--- src/rtl/qpsk_pkg.sv ---
// Shared types and constants for the QPSK symbol sequencer slice.
package qpsk_pkg;

  localparam int unsigned NIB_W          = 4;
  localparam int unsigned SYM_CYCLES_DEF = 52;

  typedef enum logic {
    IDLE = 1'b0,
    RUN  = 1'b1
  } state_e;

  typedef struct packed {
    logic [NIB_W-1:0] even;
    logic [NIB_W-1:0] odd;
  } nibble_pair_t;

endpackage

--- src/rtl/qpsk_symbol_sequencer_if.sv ---
// Nibble-pair input handshake plus serialized I/Q symbol outputs.
interface qpsk_symbol_sequencer_if;
  import qpsk_pkg::*;

  logic             run_en;
  logic [NIB_W-1:0] in_even;
  logic [NIB_W-1:0] in_odd;
  logic             in_valid;
  logic             in_ready;
  logic             even;
  logic             odd;
  logic             sym_strobe;
  logic             busy;
  logic             underflow;

  modport master (
    output run_en, in_even, in_odd, in_valid,
    input  in_ready, even, odd, sym_strobe, busy, underflow
  );

  modport slave (
    input  run_en, in_even, in_odd, in_valid,
    output in_ready, even, odd, sym_strobe, busy, underflow
  );

endinterface

--- src/rtl/qpsk_symbol_timer.sv ---
// Symbol cycle counter and bit index within the current nibble word.
module qpsk_symbol_timer
  import qpsk_pkg::*;
#(
  parameter int unsigned SYM_CYCLES = SYM_CYCLES_DEF
) (
  input  logic       clk,
  input  logic       reset,
  input  logic       en,
  input  logic       clr,
  output logic [1:0] idx,
  output logic       bit_end,
  output logic       word_end
);

  localparam int unsigned     CNT_W    = (SYM_CYCLES > 1) ? $clog2(SYM_CYCLES) : 1;
  localparam logic [CNT_W-1:0] CNT_LAST = CNT_W'(SYM_CYCLES - 1);

  logic [CNT_W-1:0] cnt;

  assign bit_end  = en && (cnt == CNT_LAST);
  assign word_end = bit_end && (idx == 2'd3);

  // Counters hold while disabled so a paused bit resumes where it stopped.
  always_ff @(posedge clk or negedge reset) begin
    if (!reset) begin
      cnt <= '0;
      idx <= 2'd0;
    end else if (clr) begin
      cnt <= '0;
      idx <= 2'd0;
    end else if (en) begin
      if (cnt == CNT_LAST) begin
        cnt <= '0;
        idx <= 2'(idx + 2'd1);
      end else begin
        cnt <= CNT_W'(cnt + 1'b1);
      end
    end
  end

endmodule

--- src/rtl/qpsk_symbol_sequencer.sv ---
// Buffers even/odd nibble pairs and emits one I/Q bit pair per symbol period, LSB first.
module qpsk_symbol_sequencer
  import qpsk_pkg::*;
#(
  parameter int unsigned SYM_CYCLES = SYM_CYCLES_DEF
) (
  input  logic                    clk,
  input  logic                    reset,
  qpsk_symbol_sequencer_if.slave  bus
);

  state_e       state;
  nibble_pair_t cur;
  nibble_pair_t pend;
  nibble_pair_t in_pair;
  logic         pend_v;
  logic         uf_pend;
  logic         sym_first;
  logic         even_q;
  logic         odd_q;
  logic         strobe_q;
  logic         underflow_q;
  logic [1:0]   idx;
  logic         bit_end;
  logic         word_end;
  logic         tmr_en;
  logic         tmr_clr;
  logic         xfer;

  assign in_pair.even = bus.in_even;
  assign in_pair.odd  = bus.in_odd;
  assign xfer         = bus.in_valid && !pend_v;
  assign tmr_en       = (state == RUN) && bus.run_en;
  assign tmr_clr      = (state == IDLE);

  assign bus.in_ready   = !pend_v;
  assign bus.busy       = (state == RUN);
  assign bus.even       = even_q;
  assign bus.odd        = odd_q;
  assign bus.sym_strobe = strobe_q;
  assign bus.underflow  = underflow_q;

  qpsk_symbol_timer #(
    .SYM_CYCLES (SYM_CYCLES)
  ) u_timer (
    .clk      (clk),
    .reset    (reset),
    .en       (tmr_en),
    .clr      (tmr_clr),
    .idx      (idx),
    .bit_end  (bit_end),
    .word_end (word_end)
  );

  // FSM, pending buffer and registered outputs; underflow lands one cycle after bit3 ends.
  always_ff @(posedge clk or negedge reset) begin
    if (!reset) begin
      state       <= IDLE;
      cur         <= '0;
      pend        <= '0;
      pend_v      <= 1'b0;
      uf_pend     <= 1'b0;
      sym_first   <= 1'b1;
      even_q      <= 1'b0;
      odd_q       <= 1'b0;
      strobe_q    <= 1'b0;
      underflow_q <= 1'b0;
    end else begin
      even_q      <= 1'b0;
      odd_q       <= 1'b0;
      strobe_q    <= 1'b0;
      underflow_q <= uf_pend;
      uf_pend     <= 1'b0;
      case (state)
        IDLE: begin
          sym_first <= 1'b1;
          if (xfer) begin
            cur   <= in_pair;
            state <= RUN;
          end
        end
        RUN: begin
          if (bus.run_en) begin
            even_q    <= cur.even[idx];
            odd_q     <= cur.odd[idx];
            strobe_q  <= sym_first;
            sym_first <= bit_end;
          end
          if (word_end) begin
            if (pend_v) begin
              cur    <= pend;
              pend_v <= 1'b0;
            end else if (xfer) begin
              cur <= in_pair;
            end else begin
              state   <= IDLE;
              uf_pend <= 1'b1;
            end
          end else if (xfer) begin
            pend   <= in_pair;
            pend_v <= 1'b1;
          end
        end
        default: state <= IDLE;
      endcase
    end
  end

endmodule

--- src/flat_wrapper.sv ---
// flat-port wrapper written by rule: the top's interface ports become plain ports
module qpsk_symbol_sequencer_flat import qpsk_pkg::*;
#(
  parameter int unsigned SYM_CYCLES = SYM_CYCLES_DEF
)
  (clk, reset, bus_run_en, bus_in_even, bus_in_odd, bus_in_valid, bus_in_ready, bus_even, bus_odd, bus_sym_strobe, bus_busy, bus_underflow);
  qpsk_symbol_sequencer_if bus_i ();
  input  logic clk;
  input  logic reset;
  input wire logic [$bits(bus_i.run_en)-1:0] bus_run_en;
  input wire logic [$bits(bus_i.in_even)-1:0] bus_in_even;
  input wire logic [$bits(bus_i.in_odd)-1:0] bus_in_odd;
  input wire logic [$bits(bus_i.in_valid)-1:0] bus_in_valid;
  output wire logic [$bits(bus_i.in_ready)-1:0] bus_in_ready;
  output wire logic [$bits(bus_i.even)-1:0] bus_even;
  output wire logic [$bits(bus_i.odd)-1:0] bus_odd;
  output wire logic [$bits(bus_i.sym_strobe)-1:0] bus_sym_strobe;
  output wire logic [$bits(bus_i.busy)-1:0] bus_busy;
  output wire logic [$bits(bus_i.underflow)-1:0] bus_underflow;
  assign bus_i.run_en = bus_run_en;
  assign bus_i.in_even = bus_in_even;
  assign bus_i.in_odd = bus_in_odd;
  assign bus_i.in_valid = bus_in_valid;
  assign bus_in_ready = bus_i.in_ready;
  assign bus_even = bus_i.even;
  assign bus_odd = bus_i.odd;
  assign bus_sym_strobe = bus_i.sym_strobe;
  assign bus_busy = bus_i.busy;
  assign bus_underflow = bus_i.underflow;
  qpsk_symbol_sequencer #(.SYM_CYCLES(SYM_CYCLES)) u_core (.clk(clk), .reset(reset), .bus(bus_i));
endmodule
--- config.mk ---
export PLATFORM = sky130hd
export DESIGN_NAME = qpsk_symbol_sequencer_flat
export DESIGN_NICKNAME = d
export VERILOG_FILES = /design/src/rtl/qpsk_pkg.sv /design/src/rtl/qpsk_symbol_sequencer_if.sv /design/src/rtl/qpsk_symbol_timer.sv /design/src/rtl/qpsk_symbol_sequencer.sv /design/src/flat_wrapper.sv
export SDC_FILE = /design/constraint.sdc
export NUM_CORES = 1
export LEC_CHECK = 0
export CAP_MARGIN = 20
export CORE_MARGIN = 2
export CORE_UTILIZATION = 32
export DETAILED_ROUTE_END_ITERATION = 10
export SLEW_MARGIN = 20
export SYNTH_ARGS = -nofsm -noshare
export SYNTH_HDL_FRONTEND = slang
export SYNTH_SLANG_ARGS = --single-unit
export TNS_END_PERCENT = 5
--- constraint.sdc ---
create_clock -name clk -period 2.6 [get_ports clk]
set_input_delay 0.39 -clock clk [delete_from_list [all_inputs] [get_ports clk]]
set_output_delay 0.39 -clock clk [all_outputs]
set_load 0.05 [all_outputs]
==> run summary <==
synthesized area = 1830 µm²
worst skew pair latency = 0.29 ns
number of antenna cells inserted = 0
commonest cells after routing, fill and taps aside = 31 x sky130_fd_sc_hd__dfrtp_1, 17 x sky130_fd_sc_hd__clkdlybuf4s50_1, 13 x sky130_fd_sc_hd__nand2_1, 11 x sky130_fd_sc_hd__nand3_1
total power = 1.42 mW
fraction of synthesis flops using an asynchronous set or reset pin = 100%
Min-Delay Endpoint = u_core.bus.underflow
vias per std cell = 5.30
gpl congestion = 0.716
number of slew-limit violations in the final report = 0
CTS tree = built
number of buffers inserted by post-CTS setup repair = 0
total routed wirelength = 4040 µm
global-route total usage across every layer = 14.6%
worst slew margin relative to its limit = 59.5%
CTS Hold Bufs = 0
maximum number of pins on one net before global-route repair = 33
depth of the worst register-to-register path = 4
buffer levels on the longest clock path = 2
Setup Crit Path Kind = reg -> reg
layout cell share with drive strength beyond 1 = 14.6%
critical path endpoint category = flip-flop
Pre-Repair DR Iteration Count = 4
maximum level of the CTS H-tree = 2
Ys Warns = 0
clock sink total = 32
clk slew on worst S/H paths = 0.07 ns
final std cell area, no fill = 2190 µm²
DIE AREA = 6330 µm²
number of vias after detailed routing = 1,437
wire length of the first global-routing pass = 7160 µm
final global-route overflow total = 0
die width = 79.6 µm
Worst path max stage delay = 0.56 ns
antenna violations before repair = 0
placed cell area = 2080 µm²
PD cells = 647 nW/µm²
number of buffers inserted during clock tree synthesis = 5
Initial DRC Count = 111
FF-to-FF End = u_core.pend[7]
leakage power figure = 0.836 nW
Fin. Hold Viols = 0
kind of cell with the highest combined delay on the critical path = compound AO/OA/AOI/OAI gates
data required time at the worst endpoint = 2.77 ns
sequential cell area in the final layout = 802 µm²
startpoint of the most critical setup path = u_core.u_timer.cnt[0]
reg-to-reg slack, setup = 0.59 ns
library cell used as clock root buffer = sky130_fd_sc_hd__clkbuf_8
post-cts sizing count = 0
total nets after synthesis = 196
number of enable-type register cells in the synthesized netlist = 0
result of the run = complete, no violations
vias in the first global route = 1,396
Critical Path, Cell by Cell = ha_1 > and3b_2 > a311oi_4 > mux2_2
min Tclk post-route = 2.01 ns
number of max-cap violations = 0
number of flip-flops and latches in the synthesized netlist = 32
layout net count = 212
worst reg2reg path startpoint = u_core.u_timer.cnt[0]
Mapped Avg Cell Area = 10.0 µm²
CP Buf/Inv Count = 0
commonest register cell after synthesis = sky130_fd_sc_hd__dfrtp_1
share of the cycle needed by the critical path after routing = 77.4%
count of buffers inserted at the top-level ports = 17
Max VDD drop = 0.000225 V
placed wire-length estimate after detailed placement = 2630 µm
leading cell type in the layout, fill and taps excluded = sky130_fd_sc_hd__dfrtp_1
achievable frequency = 0.497 GHz
final number of setup-violating endpoints = 0
sequential element share of the synthesized area = 43.9%
filler cell count = 538
unrepaired setup endpoints after global routing = false
placed instance count = 263
number of ports placed on the die boundary = 18
Worst setup SP type = flip-flop
number of cell rows = 27
DRC errors left = 0
highest-delay cell along the critical path = sky130_fd_sc_hd__a311oi_4
area growth from synthesis to layout = 19.6%
final-layout worst hold slack = 0.351 ns
average wire per cell in the routed design = 14.9 µm
Setup Skew = 0.00525 ns
remaining antenna violation count after routing = 0
hold path depth = 0
footprint of the multi-input gates = 946 µm²
core box area = 5510 µm²
pin slew with the least headroom to its limit = 0.607 ns
final instance count without filler cells = 271
count of cell types in the netlist = 39
Critical Path Fanout Max = 8
effective utilization at floorplan = 33.2%
Hold Crit Class = reg -> reg
worst path arrival time = 2.19 ns
Hold Startpoint = u_core.uf_pend
cells after synthesis = 182
setup TNS = 0 ns
die span in y = 79.6 µm
==> metal layers <==
| metal | GRT usage (%) | up-vias | part of all wire [%] |
|---|---|---|---|
| met3 | 3.05 | 8 | 3.1 |
| met4 | 5.17 | 0 | 1.8 |
| li1 | - | 706 | - |
| met5 | 0 | - | 0 |
| met1 | 20.7 | 695 | 49 |
| met2 | 21.8 | 28 | 46 |
==> worst max path at each step <==
stage / to / slack [ns] / cells after the start
2_1_floorplan: u_core.pend[0] / 0.77 / 4
3_3_place_gp: u_core.pend[6] / 0.42 / 4
3_5_place_dp: u_core.pend[5] / 0.41 / 4
4_1_cts: u_core.pend[5] / 0.56 / 4
5_1_grt: u_core.pend[7] / 0.47 / 4
6_report: u_core.pend[7] / 0.59 / 4
==> flip-flops by register name, indices dropped and copies added, names as in the netlist, 2 cells and up <==
name                cells
u_core.cur              8
u_core.pend             8
u_core.u_timer.idx      2
u_core.u_timer.cnt      6
==> cells in the mapped netlist, types with 2 or more instances <==
cell type / count / area share (%)
sky130_fd_sc_hd__a211o_1: 8 / 3.8
sky130_fd_sc_hd__nand4_1: 9 / 3.1
sky130_fd_sc_hd__inv_1: 3 / 0.62
sky130_fd_sc_hd__dfrtp_1: 31 / 42
sky130_fd_sc_hd__nor2b_1: 8 / 2.7
sky130_fd_sc_hd__buf_1: 3 / 0.62
sky130_fd_sc_hd__nand2_1: 13 / 2.7
sky130_fd_sc_hd__a21oi_1: 5 / 1.4
sky130_fd_sc_hd__nor3_1: 3 / 0.82
sky130_fd_sc_hd__and3_1: 3 / 1.0
sky130_fd_sc_hd__nor2_1: 4 / 0.82
sky130_fd_sc_hd__ha_1: 2 / 1.4
sky130_fd_sc_hd__nand3_1: 11 / 3.0
sky130_fd_sc_hd__clkbuf_1: 11 / 2.3
sky130_fd_sc_hd__o21ai_0: 10 / 2.7
sky130_fd_sc_hd__and3b_1: 9 / 4.3
sky130_fd_sc_hd__or3_1: 2 / 0.68
sky130_fd_sc_hd__mux4_2: 2 / 2.5
sky130_fd_sc_hd__nand3b_1: 10 / 4.1
sky130_fd_sc_hd__o211ai_1: 9 / 3.7
sky130_fd_sc_hd__mux2_2: 8 / 4.9
==> cells by family after synthesis <==
logic type / after synthesis / synth area share, %
DFF: 32 / 43.9
muxes: 11 / 7.94
and+or+nand+nor: 79 / 26.6
xor gates and xnor gates: 2 / 0.958
buffers and inverters: 19 / 4.38
adders and majority gates: 2 / 1.37
AOI/OAI and AO/OA: 37 / 14.9
==> power breakdown <==
| part | internal (mW) | leakage (nW) | switching, mW |
|---|---|---|---|
| Combinational | 0.134 | 0.409 | 0.161 |
| Sequential | 0.558 | 0.371 | 0.0831 |
| Clock | 0.284 | 0.0552 | 0.195 |
==> cell type report <==
type / count / share of cell area (%)
multi-input cells: 131 / 43.2
flip-flops and latches: 32 / 36.7
repair buffers: 25 / 10.5
well taps: 72 / 4.12
clock buffers: 6 / 3.32
clock inverters: 2 / 1.60
inverters: 3 / 0.515
==> through the flow <==
step	worst slack, ns	util, %
finish	0.588	39.7
global route	0.470	39.7
CTS	0.565	39.7
detailed placement	0.411	37.8
global placement	0.423	37.8
floorplan	0.765	-
Note: power is estimated with default switching activity, not from simulation.
